$ cat config.mk
export PLATFORM = sky130hd
export DESIGN_NAME = pipeline_stall_ctrl
export DESIGN_NICKNAME = d
export VERILOG_FILES = /design/src/rtl/pipeline_ctrl_pkg.sv /design/src/rtl/pipeline_stall_ctrl_sat_counter.sv /design/src/rtl/pipeline_stall_ctrl.sv
export SDC_FILE = /design/constraint.sdc
export NUM_CORES = 1
export LEC_CHECK = 0
export ABC_CLOCK_PERIOD_IN_PS = 4850
export CAP_MARGIN = 15
export CELL_PAD_IN_SITES_DETAIL_PLACEMENT = 0
export CELL_PAD_IN_SITES_GLOBAL_PLACEMENT = 1
export CORE_MARGIN = 2
export CORE_UTILIZATION = 40
export CTS_BUF_LIST = sky130_fd_sc_hd__clkbuf_16
export CTS_CLUSTER_SIZE = 20
export DETAILED_ROUTE_END_ITERATION = 8
export MAX_ROUTING_LAYER = met4
export PLACE_DENSITY_LB_ADDON = 0.1
export SLEW_MARGIN = 10
export SYNTH_ARGS = -nofsm -noshare
export SYNTH_HDL_FRONTEND = slang
export SYNTH_SLANG_ARGS = --single-unit
$ cat constraint.sdc
create_clock -name clk -period 4.85 [get_ports clk]
set_input_delay 0.97 -clock clk [delete_from_list [all_inputs] [get_ports clk]]
set_output_delay 0.97 -clock clk [all_outputs]
set_load 0.005 [all_outputs]
$ cat src/rtl/pipeline_ctrl_pkg.sv
// Shared types and constants for the pipeline stall/flush sequencer.
//   ctrl_state_t : sequencer states
//   stage_ctrl_t : per-stage enable/flush bundle, also used by the
//                  pipeline register wrappers
//   decode_run   : RUN-state priority decode of branch and load-use inputs,
//                  excluding the memory term
package pipeline_ctrl_pkg;

    typedef enum logic [1:0] {
        RUN      = 2'd0,
        MEM_WAIT = 2'd1,
        TIMEOUT  = 2'd2
    } ctrl_state_t;

    localparam int MEM_TIMEOUT_DEFAULT = 16;

    typedef struct packed {
        logic pc_en;
        logic ifid_en;
        logic ifid_flush;
        logic idex_en;
        logic idex_flush;
        logic exme_en;
        logic mewb_flush;
    } stage_ctrl_t;

    // Held in reset: nothing advances and every flushable register holds a NOP.
    localparam stage_ctrl_t CTRL_RESET = '{
        pc_en: 1'b0, ifid_en: 1'b0, ifid_flush: 1'b1, idex_en: 1'b0,
        idex_flush: 1'b1, exme_en: 1'b0, mewb_flush: 1'b1
    };

    // Memory wait: everything up to EX/ME holds, a bubble goes into WB.
    localparam stage_ctrl_t CTRL_FREEZE = '{
        pc_en: 1'b0, ifid_en: 1'b0, ifid_flush: 1'b0, idex_en: 1'b0,
        idex_flush: 1'b0, exme_en: 1'b0, mewb_flush: 1'b1
    };

    localparam stage_ctrl_t CTRL_FLOW = '{
        pc_en: 1'b1, ifid_en: 1'b1, ifid_flush: 1'b0, idex_en: 1'b1,
        idex_flush: 1'b0, exme_en: 1'b1, mewb_flush: 1'b0
    };

    // A taken branch squashes the decode-stage instruction, so a load-use
    // stall raised in the same cycle is dropped.
    function automatic stage_ctrl_t decode_run(input logic br_taken,
                                               input logic hdu_stall);
        stage_ctrl_t c;
        c = CTRL_FLOW;
        if (br_taken) begin
            c.ifid_flush = 1'b1;
            c.idex_flush = 1'b1;
        end else if (hdu_stall) begin
            c.pc_en      = 1'b0;
            c.ifid_en    = 1'b0;
            c.idex_flush = 1'b1;
        end
        return c;
    endfunction

endpackage

$ cat src/rtl/pipeline_stall_ctrl_sat_counter.sv
// Saturating up-counter with synchronous clear.
//   clk, rst_n : clock, asynchronous active-low reset
//   inc        : count up by one, holds at all-ones
//   clr        : synchronous clear, wins over inc
//   count      : current value
module sat_counter #(
    parameter int W = 8
) (
    input  logic         clk,
    input  logic         rst_n,
    input  logic         inc,
    input  logic         clr,
    output logic [W-1:0] count
);

    always_ff @(posedge clk or negedge rst_n) begin
        if (!rst_n) begin
            count <= '0;
        end else if (clr) begin
            count <= '0;
        end else if (inc && (count != {W{1'b1}})) begin
            count <= count + W'(1);
        end
    end

endmodule

$ cat src/rtl/pipeline_stall_ctrl.sv
// Central stall/flush sequencer for the 5-stage pipeline.
// Merges load-use stalls, EX branch redirects and data-memory wait states
// into per-stage enables/flushes. Outputs are combinational from state and
// current inputs (zero-cycle latency).
//
//   state    | meaning
//   ---------+-----------------------------------------------------------
//   RUN      | normal decode: memory freeze > branch flush > load-use
//   MEM_WAIT | ME access outstanding, pipeline frozen, wait count running
//   TIMEOUT  | memory never answered; frozen with MemTimeout until reset
//
// Ports:
//   clk, rst_n                     : clock, async active-low reset
//   HDUStall, BrTaken_ex           : load-use request, taken branch in EX
//   DMReq_me, DMAck_me             : ME data-memory request / completion
//   PCEn, IFIDEn, IFIDFlush,
//   IDEXEn, IDEXFlush, EXMEEn,
//   MEWBFlush                      : per-stage register controls
//   MemTimeout                     : sticky memory timeout error
//   StallCycles                    : saturating count of cycles with PCEn=0
module pipeline_stall_ctrl
    import pipeline_ctrl_pkg::*;
#(
    parameter int MEM_TIMEOUT = MEM_TIMEOUT_DEFAULT,
    parameter int STALL_CNT_W = 16
) (
    input  logic                   clk,
    input  logic                   rst_n,
    input  logic                   HDUStall,
    input  logic                   BrTaken_ex,
    input  logic                   DMReq_me,
    input  logic                   DMAck_me,
    output logic                   PCEn,
    output logic                   IFIDEn,
    output logic                   IFIDFlush,
    output logic                   IDEXEn,
    output logic                   IDEXFlush,
    output logic                   EXMEEn,
    output logic                   MEWBFlush,
    output logic                   MemTimeout,
    output logic [STALL_CNT_W-1:0] StallCycles
);

    localparam int WAIT_W = $clog2(MEM_TIMEOUT + 1);

    ctrl_state_t       state, state_nxt;
    stage_ctrl_t       ctrl;
    logic              wait_inc, wait_clr, timeout_err, stall_inc;
    logic [WAIT_W-1:0] wait_cnt;

    always_ff @(posedge clk or negedge rst_n) begin
        if (!rst_n) begin
            state <= RUN;
        end else begin
            state <= state_nxt;
        end
    end

    always_comb begin
        ctrl        = decode_run(BrTaken_ex, HDUStall);
        state_nxt   = state;
        wait_inc    = 1'b0;
        wait_clr    = 1'b0;
        timeout_err = 1'b0;
        case (state)
            RUN: begin
                // A same-cycle ack is a zero-wait access and never stalls.
                if (DMReq_me && !DMAck_me) begin
                    ctrl      = CTRL_FREEZE;
                    wait_inc  = 1'b1;
                    state_nxt = MEM_WAIT;
                end
            end
            MEM_WAIT: begin
                if (!DMAck_me) begin
                    ctrl     = CTRL_FREEZE;
                    wait_inc = 1'b1;
                    // wait_cnt numbers the current MEM_WAIT cycle (1-based).
                    if (wait_cnt >= WAIT_W'(MEM_TIMEOUT)) begin
                        state_nxt = TIMEOUT;
                    end
                end else begin
                    // Upstream inputs were held during the freeze, so the
                    // branch/load-use decode from ctrl's default applies now.
                    wait_clr  = 1'b1;
                    state_nxt = RUN;
                end
            end
            TIMEOUT: begin
                ctrl        = CTRL_FREEZE;
                timeout_err = 1'b1;
            end
            default: begin
                ctrl      = CTRL_FREEZE;
                state_nxt = RUN;
            end
        endcase
        if (!rst_n) begin
            ctrl        = CTRL_RESET;
            timeout_err = 1'b0;
        end
    end

    assign stall_inc = !ctrl.pc_en;

    sat_counter #(.W(WAIT_W)) u_wait_cnt (
        .clk   (clk),
        .rst_n (rst_n),
        .inc   (wait_inc),
        .clr   (wait_clr),
        .count (wait_cnt)
    );

    sat_counter #(.W(STALL_CNT_W)) u_stall_cnt (
        .clk   (clk),
        .rst_n (rst_n),
        .inc   (stall_inc),
        .clr   (1'b0),
        .count (StallCycles)
    );

    assign PCEn       = ctrl.pc_en;
    assign IFIDEn     = ctrl.ifid_en;
    assign IFIDFlush  = ctrl.ifid_flush;
    assign IDEXEn     = ctrl.idex_en;
    assign IDEXFlush  = ctrl.idex_flush;
    assign EXMEEn     = ctrl.exme_en;
    assign MEWBFlush  = ctrl.mewb_flush;
    assign MemTimeout = timeout_err;

endmodule

==> results.md, run 1 <==
Worst setup path:
- The startpoint class of the critical path is an input port.
- STA classifies the critical path endpoint as an output pin.
- The critical register-to-register path endpoint is u_wait_cnt.count[3].
- In this run the register-to-register setup slack is between 2 and 3 ns.
- At the worst endpoint, the arrival time is ~2.8 ns.
- The reg-to-reg startpoint is u_wait_cnt.count[0].
- The setup path with the least slack is of type in -> out.
- Along the worst path, the maximum fanout reaches 17.
- The worst path required time is 3.88 ns.
- The number of cells on the worst reg-to-reg path is 7.

CTS:
- The CTS tree is done.
- Once the clock tree was built, the setup fixing pass inserted 0 buffers.
- The CTS root buffer is clkbuf_16.
- The level count of the clock H-tree is 1.
- The post-CTS resize count is 0.
- The tree built by TritonCTS fans out to 23 sinks.
- The clock tree buffer depth is 2.
- The clock latency of the later-clocked register in the worst-skew pair is about 0.25 ns.
- After clock tree synthesis, the clock-pin slew on the worst setup and hold paths is around 0.05 ns.
- The number of buffers inserted for hold repair after clock tree synthesis is 0.
- Counting the buffers created by CTS gives 3.

Placement:
- The routability congestion estimate is 0.790.
- The cell count after placement is between 150 and 200.
- The number of buffers inserted by port buffering is 29.
- The post-placement worst setup slack is 1.05 ns.
- Once detailed placement completed, the half-perimeter wirelength came to 1770 um.

Drt:
- Detailed routing placed a total of roughly 1000 um of wire on met2.
- The vias after detailed routing is 903.
- The routed length on met3 is 113 um.
- The top layer reached by signal wires is met4.
- The number of vias per cell is roughly 5.1.
- The first-pass iteration count of the detailed router is 4.
- The sum of routed wire segments on met1 is 1140 um.
- After detailed routing, the number of remaining DRC violations is 0.
- The total routed wirelength is between 2000 and 2500 um.
- After the first detailed-routing iteration, the DRC count stood at 26.
- The remaining antenna violation count is 0.
- The average wire length per cell after detail routing is between 10 and 15 um.

Synthesis:
- The most used flip-flop cell after synthesis is dfrtp_1.
- The post-synthesis instance total is ~110.
- The fraction of registers with async set or reset after synthesis is 1.00.
- The mapped netlist covers roughly 0.0012 sq mm.
- The total nets after synthesis is roughly 120.
- The number of synthesized flops with an enable pin is 0.
- Of the synthesized area, sequential elements account for 0.468.
- Each instance of the synthesized netlist takes up on average 11.0 sq um.
- Yosys printed 0 warnings.
- The post-synthesis sequential element count is 23.
- After synthesis, the netlist uses 38 different library cells.

Global route:
- In the global route stage, overall resource usage came out at 0.154.
- Summed over all layers, the global routing overflow is 0.
- The wire length of the first global-routing pass is approximately 3900 um.
- The largest net degree at the start of global routing is 18.
- The via count of the first global-routing pass came to roughly 830.
- The number of antenna violations at the first check in global routing is 0.

Floorplan:
- The effective utilization at floorplan is 0.413.
- Measured along the y axis, the die boundary spans 59.5 um.
- The I/O pin total is 30.
- In this run the standard cell core region covers 0.00298 sq mm.
- From left edge to right edge, the die measures between 50 and 60 um.
- The floorplan row count is 20.
- The die covers between 0.003 and 0.004 sq mm.

Timing:
- Setup violations remaining at the end of the flow were counted as 0.
- Headroom to the max-slew limit came out at 0.674.
- The highest achievable clock rate is about 0.27 GHz.
- For the pin with the worst max-slew slack, the measured transition is 0.487 ns.
- Across all setup checks in the final design, the least slack found is 1.11 ns.
- Setup repair after global routing left no endpoint under its margin.
- The aggregate negative setup slack is 0 ns.
- The final number of hold-violating endpoints is 0.
- The worst path in the final design needs a cycle of about 3.7 ns, including I/O delays and setup.
- The max-slew violation count is 0.
- The share of the clock period used by the worst path after layout is 0.771.
- Across the routed clock network, the largest skew measured is ~0.0045 ns.

Worst hold path:
- The class of the tightest hold or removal check is reg -> reg.
- Along the worst hold path, the cell count comes to 1.
- The origin of the worst min-delay path is u_stall_cnt.count[11].
- The worst hold path terminates at u_stall_cnt.count[11].

Run:
- The tool flagged a number of max-cap violations equal to 0.

Cells and area:
- The synthesis-to-layout area growth is 31.8%.
- The filler cells instantiated in the layout total 270.
- The finished layout holds ~180 standard cells, fillers aside.
- The number of antenna diodes is 0.
- The post-layout net count is ~150.
- The top cell types in the final layout, fill and taps aside, are clkdlybuf4s50_1, dfrtp_1, nand2_1, nor2_1, xor2_1.
- In the final layout, the multi-input gates occupy 617 sq um.
- In the final layout, the share of cells above drive strength 1 is 0.133.
- The combined flip-flop and latch cell area is 576 sq um.
- The library cell used most frequently in the layout, excluding fill and tap cells, is clkdlybuf4s50_1.

Power:
- The worst vdd rail ir drop is between 0.0001 and 0.00015 V.
- The total leakage power is between 0.7 and 0.8 nW.
- The power per standard cell area is around 240 mW/mm^2.

Status:
- The flow ran to the end, and the final reports show no timing, DRC or antenna violations.
==> sequential cells by signal (all words and copies together) (netlist names) <==
signal	cells
u_wait_cnt.count	5
state	2
u_stall_cnt.count	16
==> cells in the mapped netlist (2+ instances only) <==
| cell type | count | area (sq um) |
|---|---|---|
| nand3_1 | 3 | 15.0 |
| ha_1 | 3 | 37.5 |
| xor2_1 | 8 | 70.1 |
| nand4_1 | 5 | 31.3 |
| nor2_1 | 11 | 41.3 |
| buf_4 | 2 | 15.0 |
| mux2_2 | 2 | 22.5 |
| dfrtp_1 | 23 | 576 |
| and4_4 | 3 | 33.8 |
| inv_1 | 3 | 11.3 |
| nand2_1 | 13 | 48.8 |
| and3_1 | 4 | 25.0 |
| xnor2_1 | 6 | 52.6 |
| mux2i_1 | 2 | 20.0 |
==> critical path, stage by stage <==
cell	delay (ns)
clkdlybuf4s50_1	0.77
buf_4	0.33
nand2_1	0.10
a21o_1	0.16
clkdlybuf4s50_1	0.44
==> kinds of logic (layout without fill, tap and decap cells) <==
family,after synthesis,in the layout,share of synthesized area
simple gates,52,52,0.252
buf+inv,6,37,0.0305
flops,23,23,0.468
compound gates,8,8,0.0590
fa+ha+maj,3,3,0.0305
xor+xnor,15,15,0.113
mux,5,5,0.0468
==> worst max path at each step <==
stage / from / end / depth (start not counted)
final: rst_n / IDEXFlush / 5
after global routing: rst_n / IDEXFlush / 5
after detailed placement: rst_n / IDEXFlush / 5
after CTS: rst_n / IDEXFlush / 5
after global placement: rst_n / IDEXFlush / 5
after floorplan: DMAck_me / IDEXFlush / 5
==> through the flow <==
stage | total power, W | hold WS, ns | cell area [sq um] | util
after floorplan | 0.000200 | 0.477 | 1230 | -
after global placement | 0.000213 | 0.481 | 1540 | 0.518
after detailed placement | 0.000213 | 0.482 | 1540 | 0.518
after CTS | 0.000389 | 0.493 | 1620 | 0.545
after global routing | 0.000398 | 0.507 | 1620 | 0.545
final | 0.000382 | 0.488 | 1620 | 0.545
==> final cells by class <==
| class | instances | share of cell area |
|---|---|---|
| Clock buffer | 3 | 0.0463 |
| Clock inverter | 1 | 0.00231 |
| Inverter | 3 | 0.00694 |
| Multi-Input combinational cell | 83 | 0.380 |
| Sequential cell | 23 | 0.355 |
| Tap cell | 33 | 0.0255 |
| Timing Repair Buffer | 30 | 0.184 |
==> routing by layer <==
metal / vias up / GRT usage
met3: 5 / 0.0262
met1: 420 / 0.215
met4: 0 / 0.0779
li1: 449 / -
met5: - / -
met2: 29 / 0.214
==> where the power goes <==
part	switching, W	leakage, nW	total, W	internal, W
logic	0.00000834	0.388	0.0000163	0.00000791
clock network	0.0000629	0.0423	0.000173	0.000110
registers	0.000000422	0.301	0.000193	0.000192
No activity file was read; power rests on OpenSTA's default activity.
==> run 2: changes to the inputs <==
--- a/config.mk
+++ b/config.mk
@@ -5,12 +5,12 @@
 export SDC_FILE = /design/constraint.sdc
 export NUM_CORES = 1
 export LEC_CHECK = 0
-export ABC_CLOCK_PERIOD_IN_PS = 4850
+export ABC_CLOCK_PERIOD_IN_PS = 3700
 export CAP_MARGIN = 15
 export CELL_PAD_IN_SITES_DETAIL_PLACEMENT = 0
 export CELL_PAD_IN_SITES_GLOBAL_PLACEMENT = 1
 export CORE_MARGIN = 2
-export CORE_UTILIZATION = 40
+export CORE_UTILIZATION = 37
 export CTS_BUF_LIST = sky130_fd_sc_hd__clkbuf_16
 export CTS_CLUSTER_SIZE = 20
 export DETAILED_ROUTE_END_ITERATION = 8
==> constraint.sdc (replaced) <==
create_clock -name clk -period 3.7 [get_ports clk]
set_input_delay 0.74 -clock clk [delete_from_list [all_inputs] [get_ports clk]]
set_output_delay 0.74 -clock clk [all_outputs]
set_load 0.005 [all_outputs]
==> run 2 against run 1 <==
  * Non-clock buffer count is 1 higher
  * Combinational power up 34%
  * Total power rose by 32%
  * Die area is 7.6% higher
  * Sequential power up 31%
  * Hold slack got worse by 0.00053 ns
  * Design area rose by 1.3%
  * Core utilization down 1.5 points
  * Via count decreased by 3.0%
  * Critical path depth up 2
  * Final cell count rose by 6.8%
  * Global-route usage fell by 1.7 points
==> results.md, run 2 (synthesized netlist as in run 1, its figures left out) <==
Worst setup path:
- The worst setup path is captured at an output pin.
- For the worst setup path, the data required time is between 2 and 3 ns.
- The worst setup path is launched from an input port.
- The worst register-to-register path has a depth of 7.
- The critical path arrival is about 2.5 ns.
- The critical path is of the in -> out type.
- In this run the worst path has a maximum fanout of 5.

CTS:
- The clock sink total is 23.
- In this run, post-CTS hold repair placed 0 buffers.
- Clock tree synthesis selected as its root buffer the cell clkbuf_16.
- The number of setup buffers added after CTS is 0.
- The clock transition at the registers of the reported paths is ~0.060 ns.
- The level count of the clock H-tree is 1.
- In this run, CTS created clock tree buffers numbering 3.
- Once the clock tree was built, the resizer swapped 0 gates to a different size.
- The clock tree buffer depth is 2.
- The later pin in the worst-skew pair is clocked with a latency of 0.25 ns.
- The CTS tree is done.

Timing:
- The aggregate negative setup slack is 0 ns.
- The final critical-path required period is roughly 3.2 ns.
- Of the available clock period, the critical path in the final layout requires 0.868.
- Setup repair after global routing left no endpoint under its margin.
- The highest achievable clock rate is around 0.31 GHz.
- Measured against its own limit, the worst slew margin works out to 0.727.
- For the final database, setup skew stands at 0.00302 ns.
- The final number of hold-violating endpoints was 0.
- Setup violations remaining at the end of the flow were counted as 0.
- The max-slew violation count was 0.
- The pin slew with the least headroom to its limit is approximately 0.41 ns.
- Hold is met by 0.487 ns.

Cells and area:
- The repair_antennas step left the layout with diodes totalling 0.
- After the last flow step, the layout net total stands at 154.
- The commonest non-fill, non-tap cell in the layout is clkdlybuf4s50_1.
- The largest registers in the layout are u_stall_cnt.count: 16 flops, u_wait_cnt.count: 5 flops, state: 2 flops.
- Of the cells placed in the final design, the portion with a size suffix greater than 1 is 0.139.
- The register name with the most flops is u_stall_cnt.count.
- The register with the most flip-flops in the layout has 16 of them.
- The synthesis-to-layout area growth is 33.6%.
- The area of the multi-input gates is between 600 and 700 sq um.
- The filler cell count is approximately 300.
- In the layout the commonest cells are clkdlybuf4s50_1, dfrtp_1, nand2_1, nor2_1, xor2_1.
- The sequential cells in the finished layout cover a total of roughly 580 sq um.

Drt:
- The remaining antenna violation count is 0.
- The first detailed-routing pass took 2 iterations.
- The final layout contains routed wiring with a total length of approximately 2200 um.
- After detailed routing, the number of vias per cell comes to roughly 4.7.
- After detailed routing, the number of remaining DRC violations is 0.
- The vias after detailed routing is 876.
- The average wire length per cell after detail routing is ~12 um.
- The initial detailed-routing violation count is 29.

Floorplan:
- Measured along the x axis, the die boundary spans just over 60 um.
- The I/O pin total is 30.
- The initialized floorplan defines 20 standard-cell rows.
- The initial utilization of the core area, before any placement, comes to 0.396.
- The core outline area is between 0.003 and 0.004 sq mm.
- The area of the die is about 0.0038 sq mm.
- The floorplan step set the die height to about 62 um.

Power:
- Power spread over the standard cell area amounts to 306 mW/mm^2.
- IR analysis of the VDD net gives a maximum drop of 0.000226 V.
- The total leakage power is between 0.7 and 0.8 nW.

Global route:
- The via count of the first global-routing pass is 804.
- The number of antenna violations at the first check in global routing came to 0.
- The total congestion overflow after global routing is 0.
- The wire length of the first global-routing pass is approximately 3700 um.
- Entering global routing, the biggest net connects 17 pins.
- In the global route stage, overall resource usage came out at 0.137.

Worst hold path:
- Counting instances, the worst hold path has a depth of 1.
- The class of the tightest hold or removal check is reg -> reg.

Placement:
- The HPWL after detailed placement is between 1500 and 2000 um.
- The congestion estimate from routability-driven global placement came to around 0.78.
- Buffers placed on the I/O ports in this run total 29.

Run:
- The max-cap check violation count is 0.

Status:
- The run finished with clean final reports.
run 2: cell count changes in the layout (fill, tap and decap cells not counted), sizes merged:
cell / previous run / this run
buf: 1 / 2
run 2: worst paths after layout:
path | start | to | slack (ns)
max reg2reg | u_wait_cnt.count[0] | u_wait_cnt.count[3] | 1.84
min | u_stall_cnt.count[11] | u_stall_cnt.count[11] | 0.49
min in group asynchronous | rst_n | u_stall_cnt.count[15] | 0.84
min reg2reg | u_stall_cnt.count[11] | u_stall_cnt.count[11] | 0.49
max | DMAck_me | IDEXFlush | 0.49
max in group asynchronous | rst_n | u_stall_cnt.count[5] | 2.66
run 2: cell type report:
cell class              instances  share of cell area
inverters                       3             0.00685
flip-flops and latches         23               0.350
well taps                      44              0.0335
clock buffers                   3              0.0457
repair buffers                 31               0.186
clock inverters                 1             0.00228
multi-input cells              83               0.375
run 2: stage by stage:
stage,util,setup slack [ns],power [W],cells,instance area [sq um]
after floorplan,-,1.53,0.000262,112,1230
after global placement,0.504,0.513,0.000280,184,1560
after detailed placement,0.504,0.478,0.000280,184,1560
after CTS,0.529,0.475,0.000514,188,1640
after global routing,0.529,0.410,0.000525,188,1640
final,0.529,0.490,0.000503,188,1640
run 2: where the power goes:
group,switching (W),total (W),internal [W]
clock network,0.0000847,0.000229,0.000144
logic,0.0000108,0.0000218,0.0000111
registers,0.000000545,0.000253,0.000252
run 2: worst max-delay path, stage by stage:
cell and delay (ns):
clkdlybuf4s50_1 0.51, o21bai_1 0.26, and2b_2 0.24, nand2_1 0.07, nand2_1 0.06, a21o_1 0.16, clkdlybuf4s50_1 0.43
run 2: metal layers:
metal	up-vias	share of wire	GRT usage	routed length, um
met5	-	0	-	0
met4	0	0.0036	0.0365	8
met3	2	0.038	0.0378	85
met2	19	0.43	0.188	960
met1	403	0.53	0.198	1170
li1	452	-	-	-
